### src/rtl/debug_key_ctrl.sv
// Debug key / LED / UART pad controller for the cart transceiver banks.
// Long-press detection is built only when DEBUG_KEY_CTRL_LONG_PRESS_EN is defined.
module debug_key_ctrl #(
   parameter int unsigned NUM_KEYS     = 1,
   parameter int unsigned DEBOUNCE_CYC = 74250,
   parameter int unsigned LONG_CYC     = 74250000,
   parameter int unsigned BLINK_CYC    = 18562500
) (
   input  logic                clk,
   input  logic                reset,
   output logic                cart_tran_bank0_dir,
   output logic [7:4]          cart_tran_bank0,
   output logic                cart_tran_bank3_dir,
   input  logic [7:0]          cart_tran_bank3,
   output logic                cart_tran_pin31_dir,
   input  logic                cart_tran_pin31,
   input  logic [1:0]          led_mode,
   input  logic                uart_tx,
   output logic                uart_rx,
   output logic [NUM_KEYS-1:0] key_level,
   output logic [NUM_KEYS-1:0] key_press,
   output logic [NUM_KEYS-1:0] key_release,
   output logic [NUM_KEYS-1:0] key_long
);

   localparam int unsigned DW     = $clog2(DEBOUNCE_CYC + 1);
   localparam int unsigned PERIOD = 2 * BLINK_CYC;
   localparam int unsigned BW     = $clog2(PERIOD);
   localparam int unsigned FAST_Q = BLINK_CYC / 4;

   localparam logic [DW-1:0] DEB_LAST   = DW'(DEBOUNCE_CYC - 1);
   localparam logic [BW-1:0] BLINK_LAST = BW'(PERIOD - 1);
   localparam logic [BW-1:0] BLINK_HALF = BW'(BLINK_CYC);
   localparam logic [BW-1:0] FAST_DIV   = BW'(FAST_Q);

   // Pad directions and fixed drive levels
   assign cart_tran_bank0_dir = 1'b1;
   assign cart_tran_bank3_dir = 1'b0;
   assign cart_tran_pin31_dir = 1'b0;

   logic led;
   assign cart_tran_bank0 = {1'b0, uart_tx, led, 1'b0};

   // Key pads above NUM_KEYS are deliberately ignored
   logic unused_pads;
   assign unused_pads = ^cart_tran_bank3;

   // UART RX synchroniser, idles high
   logic [1:0] rx_sync;

   always_ff @(posedge clk or posedge reset) begin
      if (reset) begin
         rx_sync <= 2'b11;
      end else begin
         rx_sync <= {rx_sync[0], cart_tran_pin31};
      end
   end

   assign uart_rx = rx_sync[1];

   // Key synchronisers carry the raw pad so the all-ones reset state reads as released
   logic [NUM_KEYS-1:0] pad_s1;
   logic [NUM_KEYS-1:0] pad_s2;
   logic [NUM_KEYS-1:0] sample;

   always_ff @(posedge clk or posedge reset) begin
      if (reset) begin
         pad_s1 <= '1;
         pad_s2 <= '1;
      end else begin
         pad_s1 <= cart_tran_bank3[NUM_KEYS-1:0];
         pad_s2 <= pad_s1;
      end
   end

   assign sample = ~pad_s2;

   // Per-key debounce: a change is accepted after DEBOUNCE_CYC consecutive differing samples
   logic [DW-1:0] deb_cnt [NUM_KEYS];

   always_ff @(posedge clk or posedge reset) begin
      if (reset) begin
         for (int unsigned k = 0; k < NUM_KEYS; k++) begin
            deb_cnt[k] <= '0;
         end
         key_level <= '0;
      end else begin
         for (int unsigned k = 0; k < NUM_KEYS; k++) begin
            if (sample[k] == key_level[k]) begin
               deb_cnt[k] <= '0;
            end else if (deb_cnt[k] == DEB_LAST) begin
               deb_cnt[k]   <= '0;
               key_level[k] <= sample[k];
            end else begin
               deb_cnt[k] <= deb_cnt[k] + DW'(1);
            end
         end
      end
   end

   // Edge pulses, one cycle after the debounced level moves
   logic [NUM_KEYS-1:0] level_q;

   always_ff @(posedge clk or posedge reset) begin
      if (reset) begin
         level_q     <= '0;
         key_press   <= '0;
         key_release <= '0;
      end else begin
         level_q     <= key_level;
         key_press   <= key_level & ~level_q;
         key_release <= ~key_level & level_q;
      end
   end

`ifdef DEBUG_KEY_CTRL_LONG_PRESS_EN
   localparam int unsigned   HW       = $clog2(LONG_CYC + 1);
   localparam logic [HW-1:0] HOLD_MAX = HW'(LONG_CYC);

   logic [HW-1:0]       hold_cnt [NUM_KEYS];
   logic [NUM_KEYS-1:0] long_hit;
   logic [NUM_KEYS-1:0] long_hit_q;

   always_comb begin
      long_hit = '0;
      for (int unsigned k = 0; k < NUM_KEYS; k++) begin
         long_hit[k] = (hold_cnt[k] == HOLD_MAX);
      end
   end

   // Hold counters saturate, so the rising edge of long_hit fires once per press
   always_ff @(posedge clk or posedge reset) begin
      if (reset) begin
         for (int unsigned k = 0; k < NUM_KEYS; k++) begin
            hold_cnt[k] <= '0;
         end
         long_hit_q <= '0;
         key_long   <= '0;
      end else begin
         for (int unsigned k = 0; k < NUM_KEYS; k++) begin
            if (!key_level[k]) begin
               hold_cnt[k] <= '0;
            end else if (!long_hit[k]) begin
               hold_cnt[k] <= hold_cnt[k] + HW'(1);
            end
         end
         long_hit_q <= long_hit;
         key_long   <= long_hit & ~long_hit_q;
      end
   end
`else
   logic unused_long_cfg;
   assign unused_long_cfg = ^LONG_CYC;
   assign key_long        = '0;
`endif

   // Free-running blink timebase, never disturbed by led_mode
   logic [BW-1:0] blink_cnt;

   always_ff @(posedge clk or posedge reset) begin
      if (reset) begin
         blink_cnt <= '0;
      end else if (blink_cnt == BLINK_LAST) begin
         blink_cnt <= '0;
      end else begin
         blink_cnt <= blink_cnt + BW'(1);
      end
   end

   logic [BW-1:0] fast_idx;
   logic          slow_phase;
   logic          fast_phase;
   logic          led_next;

   assign fast_idx   = blink_cnt / FAST_DIV;
   assign slow_phase = (blink_cnt < BLINK_HALF);
   assign fast_phase = ~fast_idx[0];

   always_comb begin
      led_next = 1'b0;
      case (led_mode)
         2'd1:    led_next = 1'b1;
         2'd2:    led_next = slow_phase;
         2'd3:    led_next = fast_phase;
         default: led_next = 1'b0;
      endcase
   end

   always_ff @(posedge clk or posedge reset) begin
      if (reset) begin
         led <= 1'b0;
      end else begin
         led <= led_next;
      end
   end

endmodule

### config.mk
export PLATFORM = sky130hd
export DESIGN_NAME = debug_key_ctrl
export DESIGN_NICKNAME = d
export VERILOG_FILES = /design/src/rtl/debug_key_ctrl.sv
export SDC_FILE = /design/constraint.sdc
export NUM_CORES = 1
export LEC_CHECK = 0
export CAP_MARGIN = 20
export CORE_ASPECT_RATIO = 0.7
export CORE_UTILIZATION = 67
export DETAILED_ROUTE_END_ITERATION = 6
export DONT_BUFFER_PORTS = 1
export PLACE_DENSITY = 0.83
export SETUP_SLACK_MARGIN = 0.1
export SLEW_MARGIN = 20
export SYNTH_ARGS = -nofsm -noshare
export SYNTH_HDL_FRONTEND = slang
export SYNTH_SLANG_ARGS = --single-unit
### constraint.sdc
create_clock -name clk -period 13.3 [get_ports clk]
set_clock_uncertainty 0.05 [all_clocks]
set_input_delay 1.995 -clock clk [delete_from_list [all_inputs] [get_ports clk]]
set_output_delay 1.995 -clock clk [all_outputs]
set_load 0.05 [all_outputs]
Yosys cells after proc, flatten, opt, wreduce, memory -nomap -nowiden:

Cells that the tools add are included.

* mux-type cells: 4
* magnitude comparators: 1
* $add $sub $neg: 2
* eq/ne operators: 6
* bitwise gates (word level): 7
* divide/modulo/power cells: 1
* reductions and logical operators: 1

Operator list (count)
* 17-bit 2-to-1 mux: 2
* 26-bit by 1-bit adder with 26-bit output (second input constant): 1
* 26-bit by 23-bit divider with 26-bit output (second input constant): 1
* 26-bit equality test (second input constant): 1
* 26-bit by 25-bit less-than comparator with 1-bit output (second input constant): 1
* 26-bit 2-to-1 mux: 1
* 17-bit by 1-bit adder with 17-bit output (second input constant): 1
* 17-bit equality test (second input constant): 1
* 1-bit NOT: 5
* 2-bit equality test (second input constant): 2
* 1-bit case mux with 3 select lines: 1
* 1-bit bitwise AND: 2
* 2-bit by 1-bit equality test with 1-bit output (second input constant): 1
* 2-bit AND reduction: 1
* 1-bit equality test: 1

* input port bits: 14
* flip-flop bits (word level): 52
* word-level logic and storage cells: 32

Depth between registers and ports, before layout:

* word-level depth: 4
* gate-level depth with buffers: 31

Least setup slack after synthesis:

OpenSTA, ideal clock, no wires.

* kind: register -> register
* start: register blink_cnt[4]
* end: register led
* setup time: 118 ps
* cell stages (with the launch flop): 29
* path buffers: 4
* data required time: 13132 ps
* arrival time: 5846 ps
* path slack: 7286 ps
* path through: dfrtp_1 -> clkbuf_1 -> inv_1 -> ha_1 -> or4_1 -> clkbuf_1 -> a2111oi_2 -> nor3_1 -> o21a_1 -> o21bai_1 -> nor4_4 -> and4_1 -> buf_2 -> nor3_4 -> buf_4 -> xnor2_1 -> inv_1 -> ha_1 -> a32oi_1 -> o21ai_0 -> mux2i_1 -> and3_1 -> o211ai_1 -> a21oi_2 -> o2111ai_1 -> maj3_1 -> xnor2_1 -> o221ai_1 -> a21o_1

* cells in the longest elaborated chain, start to end: 3
* elaborated cells on any way between the ends: 4
* classes of those cells: 1 x div; 1 x order compare; 1 x mux; 1 x bitwise

Ends and longest elaborated chain
* start, declared: RTL line 158 `logic [BW-1:0] blink_cnt;`
* start signal, assigned: RTL line 166 `blink_cnt <= blink_cnt + BW'(1);`
* 26-bit by 23-bit divider with 26-bit output: RTL line 175 `assign fast_idx = blink_cnt / FAST_DIV;`
* 1-bit NOT: RTL line 177 `assign fast_phase = ~fast_idx[0];`
* 1-bit case mux with 3 select lines (*): RTL line 181 `case (led_mode)`
* named net led_next: RTL line 173 `logic led_next;`
* end signal, assigned: RTL line 193 `led <= led_next;`
* end, declared: RTL line 41 `logic led;`

Mark *: on every way through the listed nets, which the timed path passes. The rest lies on a longest branch.
A chain may end at the register's enable or synchronous reset.

Final worst setup path:

* start: register blink_cnt[3]
* end: register led

Same word-level chain as after synthesis.

==> flow_summary_export.csv <==
group,metric,value,unit
synth,yosysUniqueCellTypes,99,
setup_path,critical-path-top-delay-family,"compound AO/OA/AOI/OAI gates",
grt,grt_first_pass_wirelength,25700,um
setup_path,worstSetupPathType,"flip-flop to flip-flop",
finish,regArea,0.00131,mm2
synth,yosys.area.top_type,"dfrtp_1",
finish,n_antenna_cell,0,
worst_hold_path,min_path_type,"flip-flop to flip-flop",
placed_design,dp_hpwl,11300,um
finish,multi_input_area,0.00403,mm2
synth,synth_edf_count,0,
sta,max_freq,0.122,GHz
placed_design,place_ws,5.42,ns
floorplanning,num_io_pins,26,
finish,drive_gt1_share,8.72,%
run_status,status,"finished, violations left",
floorplanning,placementRows,27,
floorplanning,core,0.00801,mm2
sta,period_share,61.8,%
setup_path,max_stage_delay,0.82,ns
synth,syn_inst,721,
detailed_routing,first_pass_iters,7,
synth,synthTopCellsByArea,"dfrtp_1 21%, xnor2_1 7.5%, nor2_1 5.7%, nand2_1 3.9%, o21ai_0 3.3%",
floorplanning,die_h,78.7,um
setup_path,worstPathRequired,13.43,ns
synth,synthFlopType,"dfrtp_1",
worst_hold_path,hold_path_depth,0,
floorplanning,initial_core_util,70.3,%
setup_path,cp_max_fo,22,
detailed_routing,wl,15100,um
finish,nFillCells,652,
placed_design,portBuffers,0,
grt,grt_pass1_vias,4998,
worst_hold_path,hp-start,"pad_s1",
sta,relSlewSlack,34.8,%
sta,fin_setup_tns,0,ns
sta,finalHoldViolCount,0,
clock_tree,clock_sinks,52,
setup_path,cp_data_arrival_time,8.36,ns
sta,finalWorstSetupSlack,5.08,ns
clock_tree,htreeDepth,2,
detailed_routing,drc,2,
clock_tree,clkTransAtPathRegs,0.07,ns
synth,synth-seq-cells,52,
power,p_per_area,52.5,mW/mm2
run_status,violations,"design-rule violations",
power,max-vdd-ir-drop,0.0756,mV
clock_tree,cts-buffers-inserted,5,
finish,layout.nets,711,
synth,ys_warn_count,0,
power,leakage,0.00215,uW
setup_path,startpoint_type,"flip-flop",
synth,postSynthAreaPerCell,7.81,um2
synth,yosysSeqAreaShare,23.2,%
clock_tree,cts_tree,"done",
clock_tree,ctsHoldBuffers,0,
synth,yosysMostFrequentCell,"nor2_1",
detailed_routing,wire_per_inst,19.1,um
detailed_routing,first_iter_violations,604,
setup_path,reg2reg_depth,25,
sta,setup_viol,0,
synth,synthTopCellsByCount,"86 x nor2_1, 59 x nand2_1, 48 x dfrtp_1, 48 x xnor2_1, 37 x o21ai_0",
finish,syn2layout_area_growth,1.40,%
sta,holdWs,0.311,ns
sta,rsz0062_at_grt,"false",
setup_path,slowest_stage,"a21oi_2",
detailed_routing,vias,5540,
sta,maxSlewViolCount,0,
setup_path,end_kind,"flip-flop",
setup_path,rr_startpoint,"blink_cnt[3]",
worst_hold_path,min_to,"pad_s2",
floorplanning,dieArea,0.00878,mm2
floorplanning,die_x,112,um
placed_design,gp_congestion,0.960,
synth,synth_top_area_share,21.3,%
setup_path,regToRegEndpoint,"led",
grt,antenna_found_initial,0,
synth,async_flop_share,100,%
grt,grt_max_degree,42,
flow_run,drv_cap,0,
clock_tree,clockBufferDepth,2,
sta,tightest_slew,0.978,ns
clock_tree,post_cts_buffers,0,
setup_path,worst-path-buf-inv,3,
detailed_routing,avgViaCountPerCell,7.02,
sta,post-route-min-period,8.22,ns
clock_tree,root_buffer,"clkbuf_16",
grt,grt_overflow,0,
setup_path,reg2reg_slack,5.08,ns
clock_tree,ctsResizeCount,0,
detailed_routing,antenna_left,0,
synth,syn_area,0.00563,mm2
grt,grt_use_total,36.3,%
clock_tree,insertion_delay,0.29,ns
==> routing by layer <==
layer,global-route usage [%],routed length [um]
met1,53.9,7120
met2,54.7,6470
met3,8.02,1390
met4,5.81,105
met5,0,0
==> cell families after synthesis <==
logic type / Yosys count / synth area share, %
AOI/OAI and AO/OA: 207 / 27.7
xor gates and xnor gates: 68 / 10.8
adders and majority gates: 11 / 2.40
buffers and inverters: 68 / 5.67
DFF: 52 / 23.2
muxes: 6 / 1.16
other: 2 / 0.133
and+or+nand+nor: 307 / 28.9
==> per-stage QoR <==
stage | util [%] | power, uW | instance area, um2 | std cells
5_1_grt | 71.3 | 309 | 5710 | 789
6_report | 71.3 | 300 | 5710 | 789
4_1_cts | 71.3 | 301 | 5710 | 789
3_3_place_gp | 69.5 | 176 | 5560 | 781
2_1_floorplan | - | 177 | 5650 | 725
3_5_place_dp | 69.5 | 176 | 5560 | 781
==> registers in the layout, indices dropped and copies added (netlist names) <==
name and count:
blink_cnt 26, deb_cnt 17, rx_sync 2, key_level 1
key_press 1, key_release 1, led 1, level_q 1
pad_s1 1, pad_s2 1
==> placed cells by master (no fill, tap or decap), drive strengths merged, types with 13 or more instances in the layout <==
| cell type | instances |
|---|---|
| dfrtp | 48 |
| nor4 | 13 |
| nand3 | 23 |
| xnor2 | 48 |
| inv | 18 |
| nand2 | 59 |
| xor2 | 20 |
| a21oi | 37 |
| o21ai | 46 |
| nor2 | 87 |
| or3 | 13 |
| nand4 | 26 |
| a31oi | 13 |
| nor3 | 30 |
==> how the worst max path moves through the flow <==
stage,from,end,slack (ns),depth (start not counted)
2_1_floorplan,blink_cnt[4],led,7.29,28
3_3_place_gp,blink_cnt[22],led,5.57,23
3_5_place_dp,blink_cnt[22],led,5.42,23
4_1_cts,blink_cnt[3],led,5.37,25
5_1_grt,blink_cnt[3],led,4.53,25
6_report,blink_cnt[3],led,5.08,25
==> report_power, final <==
group / internal [uW] / total, uW / switching (uW) / leakage [uW]
registers: 160 / 162 / 2.34 / 0.000692
clock network: 70.1 / 126 / 56.3 / 0.0000671
logic: 1.87 / 10.8 / 8.90 / 0.00139
==> final cells by class <==
type | instances | area share (%)
sequential | 52 | 22.9
inverter | 18 | 1.18
clock buffer | 6 | 2.26
timing repair buffer | 5 | 0.657
multi-input combinational | 605 | 70.5
clock inverter | 2 | 0.285
tap | 101 | 2.21
Power figures use the tool's default switching activity.
